### config.mk
export PLATFORM = sky130hd
export DESIGN_NAME = serial_adder
export DESIGN_NICKNAME = d
export VERILOG_FILES = /design/src/rtl/serial_adder.sv
export SDC_FILE = /design/constraint.sdc
export NUM_CORES = 1
export LEC_CHECK = 0
export ABC_AREA = 1
export CELL_PAD_IN_SITES_DETAIL_PLACEMENT = 1
export CELL_PAD_IN_SITES_GLOBAL_PLACEMENT = 1
export CORE_ASPECT_RATIO = 1.25
export CORE_MARGIN = 2
export CORE_UTILIZATION = 39
export DETAILED_ROUTE_END_ITERATION = 10
export HOLD_SLACK_MARGIN = 0.06
export PLACE_DENSITY_LB_ADDON = 0.1
export SLEW_MARGIN = 5
export SYNTH_ARGS = -nofsm -noshare
export SYNTH_HDL_FRONTEND = slang
export SYNTH_SLANG_ARGS = --single-unit
### constraint.sdc
create_clock -name clk -period 2.1 [get_ports clk]
set_clock_uncertainty 0.2 [all_clocks]
set_input_delay 0.42 -clock clk [delete_from_list [all_inputs] [get_ports clk]]
set_output_delay 0.42 -clock clk [all_outputs]
set_load 0.1 [all_outputs]
### src/rtl/serial_adder.sv
// serial_adder: bit-serial WIDTH-bit adder/subtractor. One full-adder cell
// and a carry flip-flop work through the operands one bit per clock, LSB
// first.
//
// Ports:
//   clk    rising-edge clock
//   rst    synchronous, active-high reset
//   start  request; sampled only while idle
//   sub    0: X+Y+Cin   1: X-Y-Cin (Cin acts as borrow-in)
//   X, Y   operands, latched together with start
//   Cin    carry-in / borrow-in, latched together with start
//   Sum    registered result
//   Cout   final carry-out; in subtract mode 1 means no borrow
//   Ovf    two's-complement overflow
//   busy   high while bits are being processed
//   done   one-cycle completion pulse
module serial_adder #(
  parameter int WIDTH = 8
) (
  input  logic             clk,
  input  logic             rst,
  input  logic             start,
  input  logic             sub,
  input  logic [WIDTH-1:0] X,
  input  logic [WIDTH-1:0] Y,
  input  logic             Cin,
  output logic [WIDTH-1:0] Sum,
  output logic             Cout,
  output logic             Ovf,
  output logic             busy,
  output logic             done
);

  localparam int CW = $clog2(WIDTH);
  localparam logic [CW-1:0] LAST = CW'(WIDTH - 1);

  typedef enum logic [1:0] {IDLE, RUN, DONE} state_t;

  state_t           state;
  logic [WIDTH-1:0] a_sr;
  logic [WIDTH-1:0] b_sr;
  logic [WIDTH-1:0] r_sr;
  logic             carry;
  logic [CW-1:0]    cnt;

  // The single full-adder cell.
  logic s_bit;
  logic c_next;

  always_comb begin
    s_bit  = a_sr[0] ^ b_sr[0] ^ carry;
    c_next = (a_sr[0] & b_sr[0]) | (a_sr[0] & carry) | (b_sr[0] & carry);
  end

  always_ff @(posedge clk) begin
    if (rst) begin
      state <= IDLE;
      a_sr  <= '0;
      b_sr  <= '0;
      r_sr  <= '0;
      carry <= 1'b0;
      cnt   <= '0;
      Sum   <= '0;
      Cout  <= 1'b0;
      Ovf   <= 1'b0;
      busy  <= 1'b0;
      done  <= 1'b0;
    end else begin
      case (state)
        IDLE: begin
          done <= 1'b0;
          if (start) begin
            // Subtraction is X + ~Y + 1. A borrow-in removes that +1,
            // so the initial carry is Cin ^ sub.
            a_sr  <= X;
            b_sr  <= sub ? ~Y : Y;
            carry <= Cin ^ sub;
            cnt   <= '0;
            busy  <= 1'b1;
            state <= RUN;
          end
        end

        RUN: begin
          r_sr  <= {s_bit, r_sr[WIDTH-1:1]};
          a_sr  <= a_sr >> 1;
          b_sr  <= b_sr >> 1;
          carry <= c_next;
          if (cnt == LAST) begin
            // This edge processes the MSB. The carry FF still holds the
            // carry into the MSB, so overflow is that carry XOR the carry-out.
            Sum   <= {s_bit, r_sr[WIDTH-1:1]};
            Cout  <= c_next;
            Ovf   <= carry ^ c_next;
            busy  <= 1'b0;
            done  <= 1'b1;
            state <= DONE;
          end else begin
            cnt <= cnt + CW'(1);
          end
        end

        DONE: begin
          done  <= 1'b0;
          state <= IDLE;
        end

        default: begin
          busy  <= 1'b0;
          done  <= 1'b0;
          state <= IDLE;
        end
      endcase
    end
  end

endmodule

Word level (Yosys, flattened, before mapping)
Index checks and enable logic that the tools add are counted.
{"block": "word_totals", "register_bits": 42, "input_bits": 21, "output_inout_bits": 12, "elab_cells": 54}
{"block": "op_classes", "addsub": 1, "eq_ne": 6, "n_mux": 16, "bitwise_logic": 12, "reduce_logical": 8}
{"op": "$pmux 8 s2", "n": 2}
{"op": "$mux 8", "n": 3}
{"op": "$not 8->8", "n": 1}
{"op": "$mux 3", "n": 2}
{"op": "$ne 2x2->1 const B", "n": 3}
{"op": "$pmux 3 s2", "n": 1}
{"op": "$reduce_and 2->1", "n": 3}
{"op": "$reduce_and 3->1", "n": 2}
{"op": "$mux 2", "n": 2}
{"op": "$pmux 2 s2", "n": 1}
{"op": "$xor 1x1->1", "n": 4}
{"op": "$add 3x1->3 const B", "n": 1}
{"op": "$and 1x1->1", "n": 3}
{"op": "$eq 3x3->1 const B", "n": 1}
{"op": "$mux 1", "n": 3}
{"op": "$pmux 1 s3", "n": 1}
{"op": "$eq 2x1->1 const B", "n": 1}
{"op": "$eq 2x2->1 const B", "n": 1}
{"op": "$logic_not 2->1", "n": 1}
{"op": "$not 1->1", "n": 2}
{"op": "$or 1x1->1", "n": 2}
{"op": "$pmux 1 s2", "n": 1}
{"op": "$reduce_bool 2->1", "n": 1}
{"op": "$reduce_or 2->1", "n": 1}

Longest topological paths before layout
{"block": "logic_depth", "ltp_word": 4, "depth_mapped": 8, "ltp_nobuf": 8}

Worst setup path after synthesis
Ideal clock, no wire load.
{"block": "synth_timing", "kind": "register -> output", "start": "reg Cout", "end": "out Cout", "t_arrival_ps": 925, "t_required_ps": 1480, "setup_slack_ps": 555, "path_stages_with_launch": 1, "path_buffers": 0, "cell_sequence": "dfxtp_1"}
{"item": "start, declared", "line_no": "28", "rtl": "output logic Cout,"}
{"item": "start signal, assigned", "line_no": "93", "rtl": "Cout <= c_next;"}
No word-level cell between the ends.

Final worst setup path
{"block": "layout_timing", "start": "reg cnt[0]", "end": "reg Ovf"}
{"block": "layout_via", "elab_chain_cells": 2}
{"item": "start, declared", "line_no": "44", "rtl": "logic [CW-1:0] cnt;"}
{"item": "start signal, assigned", "line_no": "99", "rtl": "cnt <= cnt + CW'(1);"}
{"item": "$eq 3x3->1", "line_no": "89", "rtl": "if (cnt == LAST) begin"}
{"item": "$reduce_and 2->1 (no line)"}
{"item": "end signal, assigned", "line_no": "94", "rtl": "Ovf <= carry ^ c_next;"}
{"item": "end, declared", "line_no": "29", "rtl": "output logic Ovf,"}
Every way passes these cells.
A chain may end at the register's enable or synchronous reset.

==> metrics <==
WHS 0.297 ns; cts hold-fix bufs 0; WL/cell 12.7 um; vias in the first global route 1876; GR Util met2 38.7%; Hold Crit Class register to register; TritonCTS clock tree yes; Sink Count 41; Reg clk slew, reported paths 0.09 ns; Rows 28; die area 5460 um^2; critical path type register to register; worst path required time 2.08 ns; Nets 348; All-Layer GR Usage 20.7%; crit path max fanout 10; endpoints failing hold 0; Post-Syn Instances 286; pwr/cell area 649 nW/um^2; total negative slack 0 ns; DRT Pass-1 Iters 4; Worst path top cell family by delay simple AND/OR/NAND/NOR gates; I/O pins 33; crit-path cells ha_1 > ha_1 > inv_1 > nor2_4 > inv_2 > nor2_1 > nor2_1; Final Cell Area 2530 um^2; period utilisation layout 80.7%; Starting Density 40.2%; Clock Path Buffers 2; Post-Synthesis Cell Area 1900 um^2; # Post-CTS Setup Buffers 0; Root Driver clkbuf_8; Max Fclk 590 MHz; die width 66.5 um; Core ar. 4730 um^2; Starting DRT DRC Count 68; non-filler cells, final 384; ANT cells 0; WP buf/inv 2; worst skew pair latency 0.29 ns; gr busiest metal met2; Cells after DPL 376; grt total ovfl 0; share of layout cells above drive strength 1 12.0%; Synth Warn # 0; worst vdd ir 362 uV; largest net degree at the start of global routing 17; crit path capture type register; synth-to-layout area growth 32.7%; GR Util met1 23.4%; antenna violations before repair 0; worst-margin pin slew 0.449 ns; syn avg cell area 6.65 um^2; relative slew slack 70.0%; crit start category register; max-cap viol count 0; Syn Nets 311; Vias/cell 4.83; # H-tree levels 2; Die Ht 82.1 um; critical path arrival 1.68 ns; status completed; Via Count 1856; DP HPWL 3670 um; RSZ-0062 raised after global routing no; Tmin final 1.69 ns; synth unique cells 20; Post-DP Area 2440 um^2; CP peak stage delay 0.35 ns; post-route ant nets 0; static leakage 1.22 nW; CTS Buf Count 5; max-slew violations 0; GR Util met3 4.07%; Port Buffers 32; GPL Wtd Cong 0.733; final setup fails 0; first-pass GRT wire length 8690 um; register bit total from synthesis 41; Resized Gates After CTS 0; Seq/Total Area, Yosys 43.1%; Remaining DRCs 0; Critical-path top delay cell dfxtp_1; Routed WL 4890 um
[tightest hold or removal path, cell delays in order, from the launching register on]
cell and delay (ns):
dfxtp_1 0.32, nor2_1 0.09, nor2_1 0.05
[final timing paths]
check | start | endpoint | slack (ns) | depth (start not counted)
worst min register to register | r_sr[1] | r_sr[1] | 0.30 | 2
worst max register to register | cnt[0] | Ovf | 0.41 | 7
worst min-delay path | r_sr[1] | r_sr[1] | 0.30 | 2
worst max-delay path | cnt[0] | Ovf | 0.41 | 7
[state kept, by name (all words and copies together) (netlist names)]
signal,cells
Cout,1
Ovf,1
Sum,8
a_sr,8
b_sr,8
busy,1
carry,1
cnt,3
done,1
r_sr,7
state,2
[cells in the mapped netlist]
cell type   n  area (um^2)
nor2_1     73          274
nand2_1    71          267
dfxtp_1    41          821
inv_1      25         93.8
nand3_1    25          125
o21ai_0     8         40.0
o21ai_1     8         40.0
buf_2       5         25.0
a21oi_1     4         20.0
inv_2       4         15.0
clkbuf_1    3         11.3
ha_1        3         37.5
nand2_2     3         18.8
nand3b_1    3         22.5
buf_4       2         15.0
nor2_2      2         12.5
nor2_4      2         22.5
xor2_1      2         17.5
fa_1        1         20.0
nor3_1      1         5.00
[routing by layer]
layer / vias to the layer above / part of all wire [%]
met1: 870 / 42
met3: 8 / 2.5
li1: 948 / -
met2: 30 / 54
met4: 0 / 1.7
met5: - / 0
[layout make-up]
class	instances	area (um^2)
Clock buffer	5	68.8
Clock inverter	3	17.5
Fill cell	616	2200
Inverter	29	109
Multi-Input combinational cell	206	922
Sequential cell	41	821
Tap cell	60	75.1
Timing Repair Buffer	40	513
[through the flow]
step / utilization (%) / power (mW) / setup WS (ns)
2_1_floorplan: - / 1.04 / 0.555
3_3_place_gp: 51.6 / 1.14 / 0.257
3_5_place_dp: 51.6 / 1.15 / 0.231
4_1_cts: 53.4 / 1.65 / 0.372
5_1_grt: 53.4 / 1.74 / 0.278
6_report: 53.4 / 1.64 / 0.406
[cells by family after synthesis]
group | synth area share [%]
adder cells (fa/ha/maj) | 3.02
AO/OA/AOI/OAI | 5.26
flip-flops | 43.1
XOR/XNOR | 0.921
AND/OR/NAND/NOR | 39.3
buffers and inverters | 8.41
[cells in the final DEF, fill, tap and decap left out, drive strengths merged]
cell	netlist	routed
nor2	77	77
nand2	74	74
clkbuf	3	5
clkinvlp	0	1
clkinv	0	2
inv	29	29
xor2	2	2
dfxtp	41	41
a21oi	4	4
o21ai	16	16
buf	7	20
nor3	1	1
fa	1	1
nand3b	3	3
nand3	25	25
clkdlybuf4s50	0	20
ha	3	3
[report_power, final]
group	switching [mW]	internal [mW]
sequential	0.0307	0.820
clock	0.275	0.229
combinational	0.163	0.120
total	0.469	1.17
Power figures use the tool's default switching activity.
